### src/rtl/instr_fetch_unit_if.sv
// Fetch-unit bus: instruction-memory address/data phase signals, the decode
// valid/ready handshake and the execute-stage redirect request.
interface instr_fetch_unit_if;
    logic [7:0]  mem_addr;
    logic        mem_addr_strobe;
    logic [15:0] mem_data;
    logic [15:0] instr;
    logic [7:0]  instr_pc;
    logic        instr_valid;
    logic        instr_ready;
    logic        redirect;
    logic [7:0]  redirect_pc;

    modport master (
        output mem_addr, mem_addr_strobe, instr, instr_pc, instr_valid,
        input  mem_data, instr_ready, redirect, redirect_pc
    );

    modport slave (
        input  mem_addr, mem_addr_strobe, instr, instr_pc, instr_valid,
        output mem_data, instr_ready, redirect, redirect_pc
    );
endinterface

### src/rtl/instr_fetch_unit.sv
// Instruction fetch sequencer: ADDR -> XFER -> CAPT -> OUT per instruction.
// Define INSTR_FETCH_HALT_DETECT_EN to stop fetching after accepting 16'h0000.
module instr_fetch_unit #(
    parameter logic [7:0] RESET_PC = 8'h00
) (
    input  logic                       clk,
    input  logic                       reset_n,
    instr_fetch_unit_if.master         bus,
    output logic [7:0]                 pc,
    output logic                       halted
);

`ifdef INSTR_FETCH_HALT_DETECT_EN
    typedef enum logic [2:0] {ST_ADDR, ST_XFER, ST_CAPT, ST_OUT, ST_HALT} state_t;
`else
    typedef enum logic [2:0] {ST_ADDR, ST_XFER, ST_CAPT, ST_OUT} state_t;
`endif

    localparam logic [7:0] RESET_PC_ALIGNED = RESET_PC & 8'hFE;

    state_t      state_q, state_d;
    logic [7:0]  pc_q, pc_d;
    logic [15:0] instr_q, instr_d;
    logic [7:0]  instr_pc_q, instr_pc_d;
    logic        instr_valid_q, instr_valid_d;
    logic        halted_q, halted_d;

    always_ff @(posedge clk or negedge reset_n) begin
        if (!reset_n) begin
            state_q       <= ST_ADDR;
            pc_q          <= RESET_PC_ALIGNED;
            instr_q       <= 16'h0000;
            instr_pc_q    <= 8'h00;
            instr_valid_q <= 1'b0;
            halted_q      <= 1'b0;
        end else begin
            state_q       <= state_d;
            pc_q          <= pc_d;
            instr_q       <= instr_d;
            instr_pc_q    <= instr_pc_d;
            instr_valid_q <= instr_valid_d;
            halted_q      <= halted_d;
        end
    end

    // Redirect overrides everything, abandoning any fetch already in flight.
    always_comb begin
        state_d       = state_q;
        pc_d          = pc_q;
        instr_d       = instr_q;
        instr_pc_d    = instr_pc_q;
        instr_valid_d = instr_valid_q;
        halted_d      = halted_q;
        if (bus.redirect) begin
            pc_d          = bus.redirect_pc & 8'hFE;
            instr_valid_d = 1'b0;
            halted_d      = 1'b0;
            state_d       = ST_ADDR;
        end else begin
            case (state_q)
                ST_ADDR: state_d = ST_XFER;
                ST_XFER: state_d = ST_CAPT;
                ST_CAPT: begin
                    instr_d       = bus.mem_data;
                    instr_pc_d    = pc_q;
                    instr_valid_d = 1'b1;
                    pc_d          = pc_q + 8'd2;
                    state_d       = ST_OUT;
                end
                ST_OUT: begin
                    if (instr_valid_q && bus.instr_ready) begin
                        instr_valid_d = 1'b0;
                        state_d       = ST_ADDR;
`ifdef INSTR_FETCH_HALT_DETECT_EN
                        if (instr_q == 16'h0000) begin
                            state_d  = ST_HALT;
                            halted_d = 1'b1;
                        end
`endif
                    end
                end
`ifdef INSTR_FETCH_HALT_DETECT_EN
                ST_HALT: state_d = ST_HALT;
`endif
                default: state_d = ST_ADDR;
            endcase
        end
    end

    // Gating with reset_n keeps the strobe quiet while memory is being initialised.
    assign bus.mem_addr_strobe = (state_q == ST_ADDR) && reset_n;
    assign bus.mem_addr        = pc_q;
    assign bus.instr           = instr_q;
    assign bus.instr_pc        = instr_pc_q;
    assign bus.instr_valid     = instr_valid_q;
    assign pc                  = pc_q;

`ifdef INSTR_FETCH_HALT_DETECT_EN
    assign halted = halted_q;
`else
    assign halted = 1'b0;
`endif

endmodule

### src/flat_wrapper.sv
// flat-port wrapper written by rule: the top's interface ports become plain ports
module instr_fetch_unit_flat 
#(
    parameter logic [7:0] RESET_PC = 8'h00
)
  (clk, reset_n, pc, halted, bus_mem_addr, bus_mem_addr_strobe, bus_instr, bus_instr_pc, bus_instr_valid, bus_mem_data, bus_instr_ready, bus_redirect, bus_redirect_pc);
  instr_fetch_unit_if bus_i ();
  input  logic clk;
  input  logic reset_n;
  output logic [7:0] pc;
  output logic halted;
  output wire logic [$bits(bus_i.mem_addr)-1:0] bus_mem_addr;
  output wire logic [$bits(bus_i.mem_addr_strobe)-1:0] bus_mem_addr_strobe;
  output wire logic [$bits(bus_i.instr)-1:0] bus_instr;
  output wire logic [$bits(bus_i.instr_pc)-1:0] bus_instr_pc;
  output wire logic [$bits(bus_i.instr_valid)-1:0] bus_instr_valid;
  input wire logic [$bits(bus_i.mem_data)-1:0] bus_mem_data;
  input wire logic [$bits(bus_i.instr_ready)-1:0] bus_instr_ready;
  input wire logic [$bits(bus_i.redirect)-1:0] bus_redirect;
  input wire logic [$bits(bus_i.redirect_pc)-1:0] bus_redirect_pc;
  assign bus_mem_addr = bus_i.mem_addr;
  assign bus_mem_addr_strobe = bus_i.mem_addr_strobe;
  assign bus_instr = bus_i.instr;
  assign bus_instr_pc = bus_i.instr_pc;
  assign bus_instr_valid = bus_i.instr_valid;
  assign bus_i.mem_data = bus_mem_data;
  assign bus_i.instr_ready = bus_instr_ready;
  assign bus_i.redirect = bus_redirect;
  assign bus_i.redirect_pc = bus_redirect_pc;
  instr_fetch_unit #(.RESET_PC(RESET_PC)) u_core (.clk(clk), .reset_n(reset_n), .bus(bus_i), .pc(pc), .halted(halted));
endmodule
### config.mk
export PLATFORM = sky130hd
export DESIGN_NAME = instr_fetch_unit_flat
export DESIGN_NICKNAME = d
export VERILOG_FILES = /design/src/rtl/instr_fetch_unit_if.sv /design/src/rtl/instr_fetch_unit.sv /design/src/flat_wrapper.sv
export SDC_FILE = /design/constraint.sdc
export NUM_CORES = 1
export LEC_CHECK = 0
export CAP_MARGIN = 25
export CORE_ASPECT_RATIO = 1.2
export CORE_MARGIN = 5
export CORE_UTILIZATION = 45
export DETAILED_ROUTE_END_ITERATION = 8
export PLACE_DENSITY = 0.82
export SETUP_SLACK_MARGIN = 0.15
export SYNTH_ARGS = -nofsm -noshare
export SYNTH_HDL_FRONTEND = slang
export SYNTH_SLANG_ARGS = --single-unit
### constraint.sdc
create_clock -name clk -period 4.84 [get_ports clk]
set_clock_uncertainty 0.05 [all_clocks]
set_input_delay 0.968 -clock clk [delete_from_list [all_inputs] [get_ports clk]]
set_output_delay 0.968 -clock clk [all_outputs]
set_load 0.03 [all_outputs]
==> results of run 1 <==
## layer usage
| layer | wire (µm) | vias up | GRT usage (%) | share of wire, % |
|---|---|---|---|---|
| met4 | 45 | 0 | 5.87 | 1.3 |
| li1 | - | 504 | - | - |
| met3 | 295 | 6 | 5.90 | 8.4 |
| met5 | 0 | - | 0 | 0 |
| met2 | 1700 | 53 | 26.8 | 48 |
| met1 | 1480 | 519 | 17.4 | 42 |
## logic make-up after synthesis
| group | synth area share (%) |
|---|---|
| AND/OR/NAND/NOR | 7.25 |
| multiplexers | 21.8 |
| other | 0.231 |
| flip-flops | 50.9 |
| AO/OA/AOI/OAI | 4.16 |
| XOR/XNOR | 2.70 |
| buffers and inverters | 9.87 |
| adder cells (fa/ha/maj) | 3.08 |
## worst max-delay path, delay by kind of cell
kind | cells | cell delay (ns)
buf+inv | 2 | 1.16
simple gates | 1 | 0.14
## power breakdown
part,internal (mW),switching (mW),total (mW)
Sequential,0.385,0.0708,0.456
Combinational,0.355,0.360,0.715
Clock,0.0994,0.0929,0.192
Total,0.839,0.524,1.36
## final timing paths
check	start	endpoint	slack, ns	cells after the start
max	reset_n	bus_mem_addr_strobe	1.55	3
min	u_core.bus.instr[14]$_DFFE_PN0P_	u_core.bus.instr[14]$_DFFE_PN0P_	0.46	1
max reg2reg	u_core.state_q[0]$_DFFE_PN0P_	u_core.bus.instr_pc[4]$_DFFE_PN0P_	2.52	4
min reg2reg	u_core.bus.instr[14]$_DFFE_PN0P_	u_core.bus.instr[14]$_DFFE_PN0P_	0.46	1
max in group asynchronous	reset_n	u_core.bus.instr_pc[6]$_DFFE_PN0P_	3.36	2
min in group asynchronous	reset_n	u_core.bus.mem_addr[2]$_DFFE_PN0P_	1.09	2
## layout make-up
cell class | instances | area, µm² | share of cell area, %
Sequential cell | 33 | 826 | 36.3
Inverter | 3 | 11.3 | 0.495
Tap cell | 39 | 48.8 | 2.15
Clock inverter | 2 | 10.0 | 0.440
Clock buffer | 6 | 72.6 | 3.19
Multi-Input combinational cell | 70 | 648 | 28.5
Timing Repair Buffer | 66 | 658 | 28.9
## synth_stat cells
master	count	area [µm²]
a31oi_1	2	12.5
nor2b_4	1	13.8
o21bai_1	1	7.51
nand4_4	1	21.3
o21ai_0	7	35.0
nand2b_1	1	6.26
conb_1	1	3.75
ha_1	4	50.1
or3_1	2	12.5
nand4_1	2	12.5
mux2i_1	2	20.0
xnor2_1	2	17.5
and2_1	1	6.26
inv_1	3	11.3
nor2_1	4	15.0
buf_6	2	22.5
buf_4	11	82.6
dfrtp_1	33	826
xor2_1	3	26.3
buf_12	2	40.0
a21oi_1	1	5.00
nand2_1	8	30.0
mux2_2	3	33.8
mux2_4	20	300
clkbuf_1	1	3.75
a21boi_0	1	7.51
## registers in the layout, summed over array words and instances (netlist names)
| register | cells |
|---|---|
| u_core.bus.mem_addr | 7 |
| u_core.bus.instr_valid | 1 |
| u_core.bus.instr | 16 |
| u_core.state_q | 2 |
| u_core.bus.instr_pc | 7 |
## cell usage in the layout (no fill, tap or decap), drive strengths merged
cell,instances
nor2b,1
dfrtp,33
buf,1
xor2,3
conb,4
mux2,23
a21oi,1
mux2i,2
ha,4
or3,2
o21bai,1
and2,1
clkdlybuf4s50,65
inv,3
nor2,4
a21boi,1
clkbuf,6
clkinv,2
nand2,8
xnor2,2
nand2b,1
a31oi,2
nand4,3
o21ai,7
## per-stage QoR
stage,cell area [µm²],instances
final,2270,219
after global routing,2270,219
after CTS,2270,219
after detailed placement,2190,211
after global placement,2190,211
after floorplan,1630,122
==> summary.md, run 1 <==
| Metric | Value |
|---|---|
| Status | `complete, no violations` |
| Peak supply drop | `0.000221 V` |
| Initial Util | `45.4%` |
| Worst-path fanout max | `2` |
| Post-DP HPWL | `2620 µm` |
| CTS Root Cell | `clkbuf_8` |
| Post-synthesis sequential area ratio | `50.9%` |
| TritonCTS clock tree | `yes` |
| Initial antenna violation count | `0` |
| Final period util | `67.9%` |
| I/O Buffers | `65` |
| Post-route DRC | `0` |
| Max-cap check violation count | `0` |
| Critical path type | `primary input to output pin` |
| Worst hold path class | `flop to flop` |
| Final ANT Viol Nets | `0` |
| Max incr delay on CP | `0.67 ns` |
| Post-synthesis cell count | `119` |
| Final worst slack | `1.55 ns` |
| Clock Latency Late Sink | `0.28 ns` |
| Vias in the first global route | `1188` |
| Startpoint class of the critical path | `primary input` |
| Pins Over Slew Limit | `0` |
| Cell Chain, Critical Path | `clkdlybuf4s50_1 -> and2_1 -> clkdlybuf4s50_1` |
| Setup TNS | `0 ns` |
| Final Util | `between 60% and 70%` |
| CP max stage cell | `clkdlybuf4s50_1` |
| Synth-to-Final Area Change | `40.2%` |
| # diodes | `0` |
| DRT Pass-1 Iters | `4` |
| Max Buffers Root-to-Sink | `2` |
| Filler Cell Count | `288` |
| Largest net degree at the start of global routing | `34` |
| Share of cells above drive strength 1 | `a little under a fifth` |
| RSZ-0062 raised after global routing | `false` |
| Flops & latches, synth | `33` |
| Crit end category | `output pin` |
| Post-CTS Hold Buffers | `0` |
| CTS resizes | `0` |
| Core area | `3570 µm²` |
| Slew headroom | `a little over two fifths` |
| Clock transition at path regs | `0.06 ns` |
| Worst slew pin tran | `0.866 ns` |
| GRT Residual Overflow | `0` |
| Die area | `4910 µm²` |
| Dpl ws | `1.57 ns` |
| RD Place Congestion | `0.724` |
| CP most frequent cell | `clkdlybuf4s50_1` |
| DR vias | `1082` |
| Power Density | `about 600 nW/µm²` |
| Aggregate routed wire length | `3520 µm` |
| Standby leakage power | `0.973 nW` |
| Die span in x | `64.8 µm` |
| Vias per cell | `4.94` |
| Fin Hold WS | `0.461 ns` |
| Syn Area/Cell | `13.6 µm²` |
| Synthesized area | `1620 µm²` |
| Critical Path AT | `~2.3 ns` |
| # setup viols final | `0` |
| Final-report hold violation count | `0` |
| Worst Path Required | `between 3 and 4 ns` |
| Ys Warns | `0` |
| Synth unique cells | `26` |
| Initial DRC count | `22` |
| Max Fclk | `between 0.3 and 0.4 GHz` |
| Die Height | `75.8 µm` |
| Num CTS Buffers | `5` |
| Routed len/inst | `16.1 µm` |
| Design Power | `1.36 mW` |
| Clock sinks | `33` |
| H-tree depth | `2` |
| Final nets | `roughly 210` |
| Ports | `71` |
| # Post-CTS Setup Buffers | `0` |
| Period minus WS final | `3.29 ns` |
| Total track usage | `between 15 and 20%` |
| Floorplan row count | `24` |
| First-pass GRT wire length | `5600 µm` |
Note: power is estimated with default switching activity, not from simulation.
==> run 2: changes to the inputs <==
CORE_UTILIZATION = 42   (was 45)
PLACE_DENSITY = 0.77   (was 0.82)
clock period = 3.2 ns   (was 4.84 ns; I/O delays follow)
==> summary.md, run 2 (synthesis results as in run 1) <==
| Metric | Value |
|---|---|
| Commonest non-fill, non-tap cell in the layout | `clkdlybuf4s50_1` |
| Clock transition at path regs | `0.06 ns (about the same)` |
| Clock sinks | `33 (unchanged)` |
| Initial antenna violation count | `0 (unchanged)` |
| Initial DRC count | `61 (+180%)` |
| Most frequent cells in the layout | `64 x clkdlybuf4s50_1, 33 x dfrtp_1, 20 x mux2_4` |
| Die span in x | `66.7 µm (+3.0%)` |
| Routed len/inst | `14.8 µm (-8.0%)` |
| Cells after DPL | `227 (+7.6%)` |
| I/O Buffers | `65 (unchanged)` |
| Standby leakage power | `0.990 nW (+1.7%)` |
| Crit end category | `output pin` |
| DRT Pass-1 Iters | `4 (unchanged)` |
| Final std cells w/o fill | `235 (+7.3%)` |
| Num CTS Buffers | `5 (unchanged)` |
| Aggregate routed wire length | `3480 µm (-1.2%)` |
| Max reg flops | `16 (unchanged)` |
| Core area | `3690 µm² (+3.4%)` |
| H-tree depth | `2 (unchanged)` |
| Final-report hold violation count | `0 (unchanged)` |
| Fin area | `2310 µm² (+1.6%)` |
| Sw power | `0.785 mW (+50%)` |
| Vias in the first global route | `1149 (-3.3%)` |
| Clock power frac | `14.1% (about the same)` |
| Area of placed instances | `2230 µm² (+1.7%)` |
| Switching Fraction | `38.2% (-0.25 points)` |
| Max Fclk | `0.449 GHz` |
| Hold path start | `u_core.bus.instr_pc[5]$_DFFE_PN0P_` |
| Worst Path Required | `2.51 ns (-1.31 ns)` |
| Design Power | `2.06 mW (+51%)` |
| Worst Hold Depth | `1 (unchanged)` |
| GRT Residual Overflow | `0 (unchanged)` |
| Final nets | `214 (+1.4%)` |
| Final ANT Viol Nets | `0 (unchanged)` |
| Worst hold path class | `flop to flop` |
| Max Buffers Root-to-Sink | `2 (unchanged)` |
| # setup viols final | `0 (unchanged)` |
| Synth-to-Final Area Change | `42.4%` |
| Register Area | `826 µm² (unchanged)` |
| Critical R2R Launch | `u_core.state_q[0]$_DFFE_PN0P_` |
| Setup TNS | `0 ns (unchanged)` |
| Cell Chain, Critical Path | `clkdlybuf4s50_1` |
| Clock Latency Late Sink | `0.27 ns (about the same)` |
| RD Place Congestion | `0.735 (+1.4%)` |
| Vias per cell | `4.61 (-6.6%)` |
| Die Height | `78.1 µm (+3.0%)` |
| Multi-input logic area | `648 µm² (unchanged)` |
| Buf/Inv on CP | `1 (-1)` |
| R2R depth | `5 (+1)` |
| Hold EP | `u_core.bus.instr_pc[5]$_DFFE_PN0P_` |
| Delay-heaviest family, CP | `buffers and inverters` |
| RSZ-0062 raised after global routing | `false` |
| Share of cells above drive strength 1 | `20.2% (+1.9 points)` |
| CTS resizes | `0 (unchanged)` |
| Critical path type | `flop to output pin` |
| Logic pwr share | `52.4% (about the same)` |
| Pins Over Slew Limit | `0 (unchanged)` |
| DR vias | `1084 (+0.18%)` |
| # diodes | `0 (unchanged)` |
| First-pass GRT wire length | `5610 µm (+0.12%)` |
| Max-cap check violation count | `0 (unchanged)` |
| Largest net degree at the start of global routing | `34 (unchanged)` |
| Reg power frac | `33.5% (about the same)` |
| TritonCTS clock tree | `yes` |
| Power Density | `890 nW/µm² (+48%)` |
| Ports | `71 (unchanged)` |
| Status | `complete, no violations` |
| Post-DP HPWL | `2630 µm (+0.24%)` |
| Peak supply drop | `0.000443 V (+100%)` |
| Startpoint class of the critical path | `flop` |
| CP max stage cell | `clkdlybuf4s50_1` |
| Filler Cell Count | `296 (+2.8%)` |
| Floorplan row count | `24 (unchanged)` |
| Internal power | `1.27 mW (+51%)` |
| Critical Path AT | `1.54 ns (-0.73 ns)` |
| Final period util | `between 60 and 70%` |
| Crit Reg-Reg Endpoint | `u_core.bus.instr[9]$_DFFE_PN0P_` |
| Worst-path fanout max | `7 (+5)` |
| Dpl ws | `0.857 ns (-0.710 ns)` |
| # Post-CTS Setup Buffers | `0 (unchanged)` |
| Final worst slack | `0.972 ns (-0.582 ns)` |
| Total track usage | `14.1% (-1.4 points)` |
| Die area | `5210 µm² (+6.1%)` |
| Setup slack, reg-to-reg | `0.99 ns (-1.53 ns)` |
| Max incr delay on CP | `0.75 ns (+0.08 ns)` |
| Post-CTS Hold Buffers | `0 (unchanged)` |
| Period minus WS final | `2.23 ns` |
| CTS Root Cell | `clkbuf_8` |
| Post-route DRC | `0 (unchanged)` |
| Initial Util | `43.9% (-1.5 points)` |
==> run 2: cell count changes in the layout (fill, tap and decap cells not counted) <==
cell,before,now
buf_4,1,5
clkdlybuf4s50_1,65,64
==> run 2: metal layers <==
metal / wire, µm / part of all wire, % / up-vias / global-route usage (%)
met3: 378 / 11 / 5 / 5.57
met4: 45 / 1.3 / 0 / 4.27
met5: 0 / 0 / - / 0
met2: 1490 / 43 / 57 / 21.2
li1: - / - / 510 / -
met1: 1560 / 45 / 512 / 18.5
==> run 2: worst max-delay path by stage <==
stage               slack, ns  cells after the start                          endpoint                                from
floorplan                1.59                      1               bus_mem_addr_strobe                             reset_n
global placement         0.90                      4   u_core.bus.instr[9]$_DFFE_PN0P_                        bus_redirect
detailed placement       0.86                      4   u_core.bus.instr[9]$_DFFE_PN0P_                        bus_redirect
CTS                      0.95                      5   u_core.bus.instr[9]$_DFFE_PN0P_       u_core.state_q[0]$_DFFE_PN0P_
global route             0.85                      5  u_core.bus.instr[12]$_DFFE_PN0P_       u_core.state_q[0]$_DFFE_PN0P_
finish                   0.97                      1                             pc[3]  u_core.bus.mem_addr[3]$_DFFE_PN0P_
==> run 2: power groups by stage <==
stage / registers (mW) / clock network, mW / logic, mW
after CTS: 0.691 / 0.301 / 1.09
after global placement: 0.688 / 0 / 1.07
after global routing: 0.715 / 0.319 / 1.13
after detailed placement: 0.696 / 0 / 1.08
final: 0.689 / 0.290 / 1.08
after floorplan: 1.01 / 0 / 0.358
==> run 2: area by class of cell <==
cell class	instances	area share, %
Sequential cell	33	35.7
Timing Repair Buffer	69	29.3
Multi-Input combinational cell	70	28.0
Clock buffer	6	3.14
Tap cell	52	2.82
Inverter	3	0.487
Clock inverter	2	0.433
==> run 2: through the flow <==
stage               hold WS [ns]  util, %
floorplan                  0.294        -
global placement           0.441     60.3
global route               0.471     62.6
finish                     0.458     62.6
detailed placement         0.443     60.3
CTS                        0.461     62.6
==> run 3: changes to the inputs <==
clock period = 2.2 ns   (was 3.2 ns; I/O delays follow)
==> summary.md, run 3 (synthesis results as in run 1) <==
| Metric | Value |
|---|---|
| Status | `complete, no violations` |
| Clock Latency Late Sink | `0.28 ns (about the same)` |
| Max reg flops | `16 (unchanged)` |
| Synth-to-Final Area Change | `45.5%` |
| Critical Path AT | `1.48 ns (-0.06 ns)` |
| Stages on the worst setup path | `1 (unchanged)` |
| Die span in x | `66.7 µm (unchanged)` |
| Final ANT Viol Nets | `0 (unchanged)` |
| Cell Chain, Critical Path | `clkdlybuf4s50_1` |
| Max incr delay on CP | `0.73 ns (-0.02 ns)` |
| # setup viols final | `0 (unchanged)` |
| Delay-heaviest family, CP | `buffers and inverters` |
| Worst Hold Depth | `1 (unchanged)` |
| Floorplan row count | `24 (unchanged)` |
| Final-report hold violation count | `0 (unchanged)` |
| Worst Path Required | `1.71 ns (-0.80 ns)` |
| RSZ-0062 raised after global routing | `false` |
| First-pass GRT wire length | `5710 µm (+1.7%)` |
| Ports | `71 (unchanged)` |
| Crit end category | `output pin` |
| Routed len/inst | `14.5 µm (-2.0%)` |
| Worst-path fanout max | `6 (-1)` |
| Vias in the first global route | `1155 (+0.52%)` |
| Register Area | `826 µm² (unchanged)` |
| CP max stage cell | `clkdlybuf4s50_1` |
| Most frequent cells in the layout | `61 x clkdlybuf4s50_1, 33 x dfrtp_1, 20 x mux2_4` |
| Die area | `5210 µm² (unchanged)` |
| Clock sinks | `33 (unchanged)` |
| RD Place Congestion | `0.728 (-0.95%)` |
| Startpoint class of the critical path | `flop` |
| Filler Cell Count | `299 (+1.0%)` |
| Critical path type | `flop to output pin` |
| Max Buffers Root-to-Sink | `2 (unchanged)` |
| Total track usage | `14.6% (+0.56 points)` |
| Aggregate routed wire length | `3410 µm (-2.0%)` |
| Critical R2R Launch | `u_core.state_q[0]$_DFFE_PN0P_` |
| Initial antenna violation count | `0 (unchanged)` |
| Share of cells above drive strength 1 | `20.2% (unchanged)` |
| DR vias | `1077 (-0.65%)` |
| GRT Residual Overflow | `0 (unchanged)` |
| Final std cells w/o fill | `235 (unchanged)` |
| Num CTS Buffers | `5 (unchanged)` |
| Max-cap check violation count | `0 (unchanged)` |
| Standby leakage power | `1.03 nW (+4.1%)` |
| Period minus WS final | `around 2 ns` |
| Initial Util | `43.9% (unchanged)` |
| Post-DP HPWL | `2610 µm (-0.54%)` |
| Setup TNS | `0 ns (unchanged)` |
| Peak supply drop | `0.000453 V (+2.2%)` |
| Power Density | `1330 nW/µm² (+50%)` |
| # diodes | `0 (unchanged)` |
| Worst hold path class | `flop to flop` |
| Die Height | `78.1 µm (unchanged)` |
| I/O Buffers | `65 (unchanged)` |
| Setup slack, reg-to-reg | `0.42 ns (-0.57 ns)` |
| Core area | `3690 µm² (unchanged)` |
| Clock transition at path regs | `0.06 ns (about the same)` |
| Max Fclk | `about 0.51 GHz` |
| H-tree depth | `2 (unchanged)` |
| CP startpoint | `u_core.bus.mem_addr[4]$_DFFE_PN0P_` |
| Cells after DPL | `227 (unchanged)` |
| DRT Pass-1 Iters | `4 (unchanged)` |
| Multi-input logic area | `648 µm² (unchanged)` |
| Pins Over Slew Limit | `0 (unchanged)` |
| Hold path start | `u_core.bus.instr_pc[5]$_DFFE_PN0P_` |
| Final nets | `214 (unchanged)` |
| Final period util | `about nine tenths` |
| Crit Reg-Reg Endpoint | `u_core.bus.instr_pc[4]$_DFFE_PN0P_` |
| Commonest non-fill, non-tap cell in the layout | `clkdlybuf4s50_1` |
| Hold EP | `u_core.bus.instr_pc[5]$_DFFE_PN0P_` |
| Buf/Inv on CP | `1 (unchanged)` |
| CTS Root Cell | `clkbuf_8` |
| TritonCTS clock tree | `yes` |
| R2R depth | `6 (+1)` |
| Initial DRC count | `19 (-69%)` |
| Largest net degree at the start of global routing | `34 (unchanged)` |
| Post-route DRC | `0 (unchanged)` |
| Vias per cell | `4.58 (-0.65%)` |
| Post-CTS Hold Buffers | `0 (unchanged)` |
-- run 3: worst max-delay path by stage --
stage	to	slack, ns
2_1_floorplan	u_core.bus.instr[0]$_DFFE_PN0P_	0.60
3_3_place_gp	u_core.bus.instr_pc[6]$_DFFE_PN0P_	0.41
3_5_place_dp	u_core.bus.instr_pc[4]$_DFFE_PN0P_	0.40
4_1_cts	bus_mem_addr[3]	0.16
5_1_grt	bus_mem_addr[5]	0.16
6_report	pc[4]	0.23
-- run 3: where the power goes --
| group | switching, mW | internal (mW) |
|---|---|---|
| registers | 0.153 | 0.847 |
| logic | 0.789 | 0.787 |
| clock network | 0.202 | 0.369 |
| total | 1.14 | 2.00 |
-- run 3: layer usage --
metal	share of wire, %	wire length (µm)	vias up	track usage, %
met4	1.6	56	0	5.49
li1	-	-	510	-
met5	0	0	-	0
met1	43	1480	506	18.2
met3	11	377	5	6.43
met2	44	1500	56	22.3
-- run 3: timing repair --
item,in CTS,in global routing
buffers inserted,0,0
resized for setup,1,2
endpoints found under the setup margin,1,2
-- run 3: layout make-up --
| cell class | count | share of cell area (%) |
|---|---|---|
| Clock buffer | 7 | 3.66 |
| Timing Repair Buffer | 69 | 29.4 |
| Tap cell | 52 | 2.76 |
| Inverter | 3 | 0.477 |
| Multi-Input combinational cell | 70 | 27.5 |
| Sequential cell | 33 | 35.0 |
| Clock inverter | 1 | 1.27 |
-- run 3: stage by stage --
step | setup WS (ns) | total power [mW] | area [µm²] | hold slack [ns] | util (%)
after global routing | 0.160 | 3.32 | 2360 | 0.482 | 63.9
final | 0.231 | 3.15 | 2360 | 0.453 | 63.9
after detailed placement | 0.403 | 2.60 | 2240 | 0.440 | 60.7
after CTS | 0.160 | 3.19 | 2360 | 0.459 | 63.8
after floorplan | 0.596 | 1.99 | 1630 | 0.0944 | -
after global placement | 0.413 | 2.57 | 2240 | 0.441 | 60.7
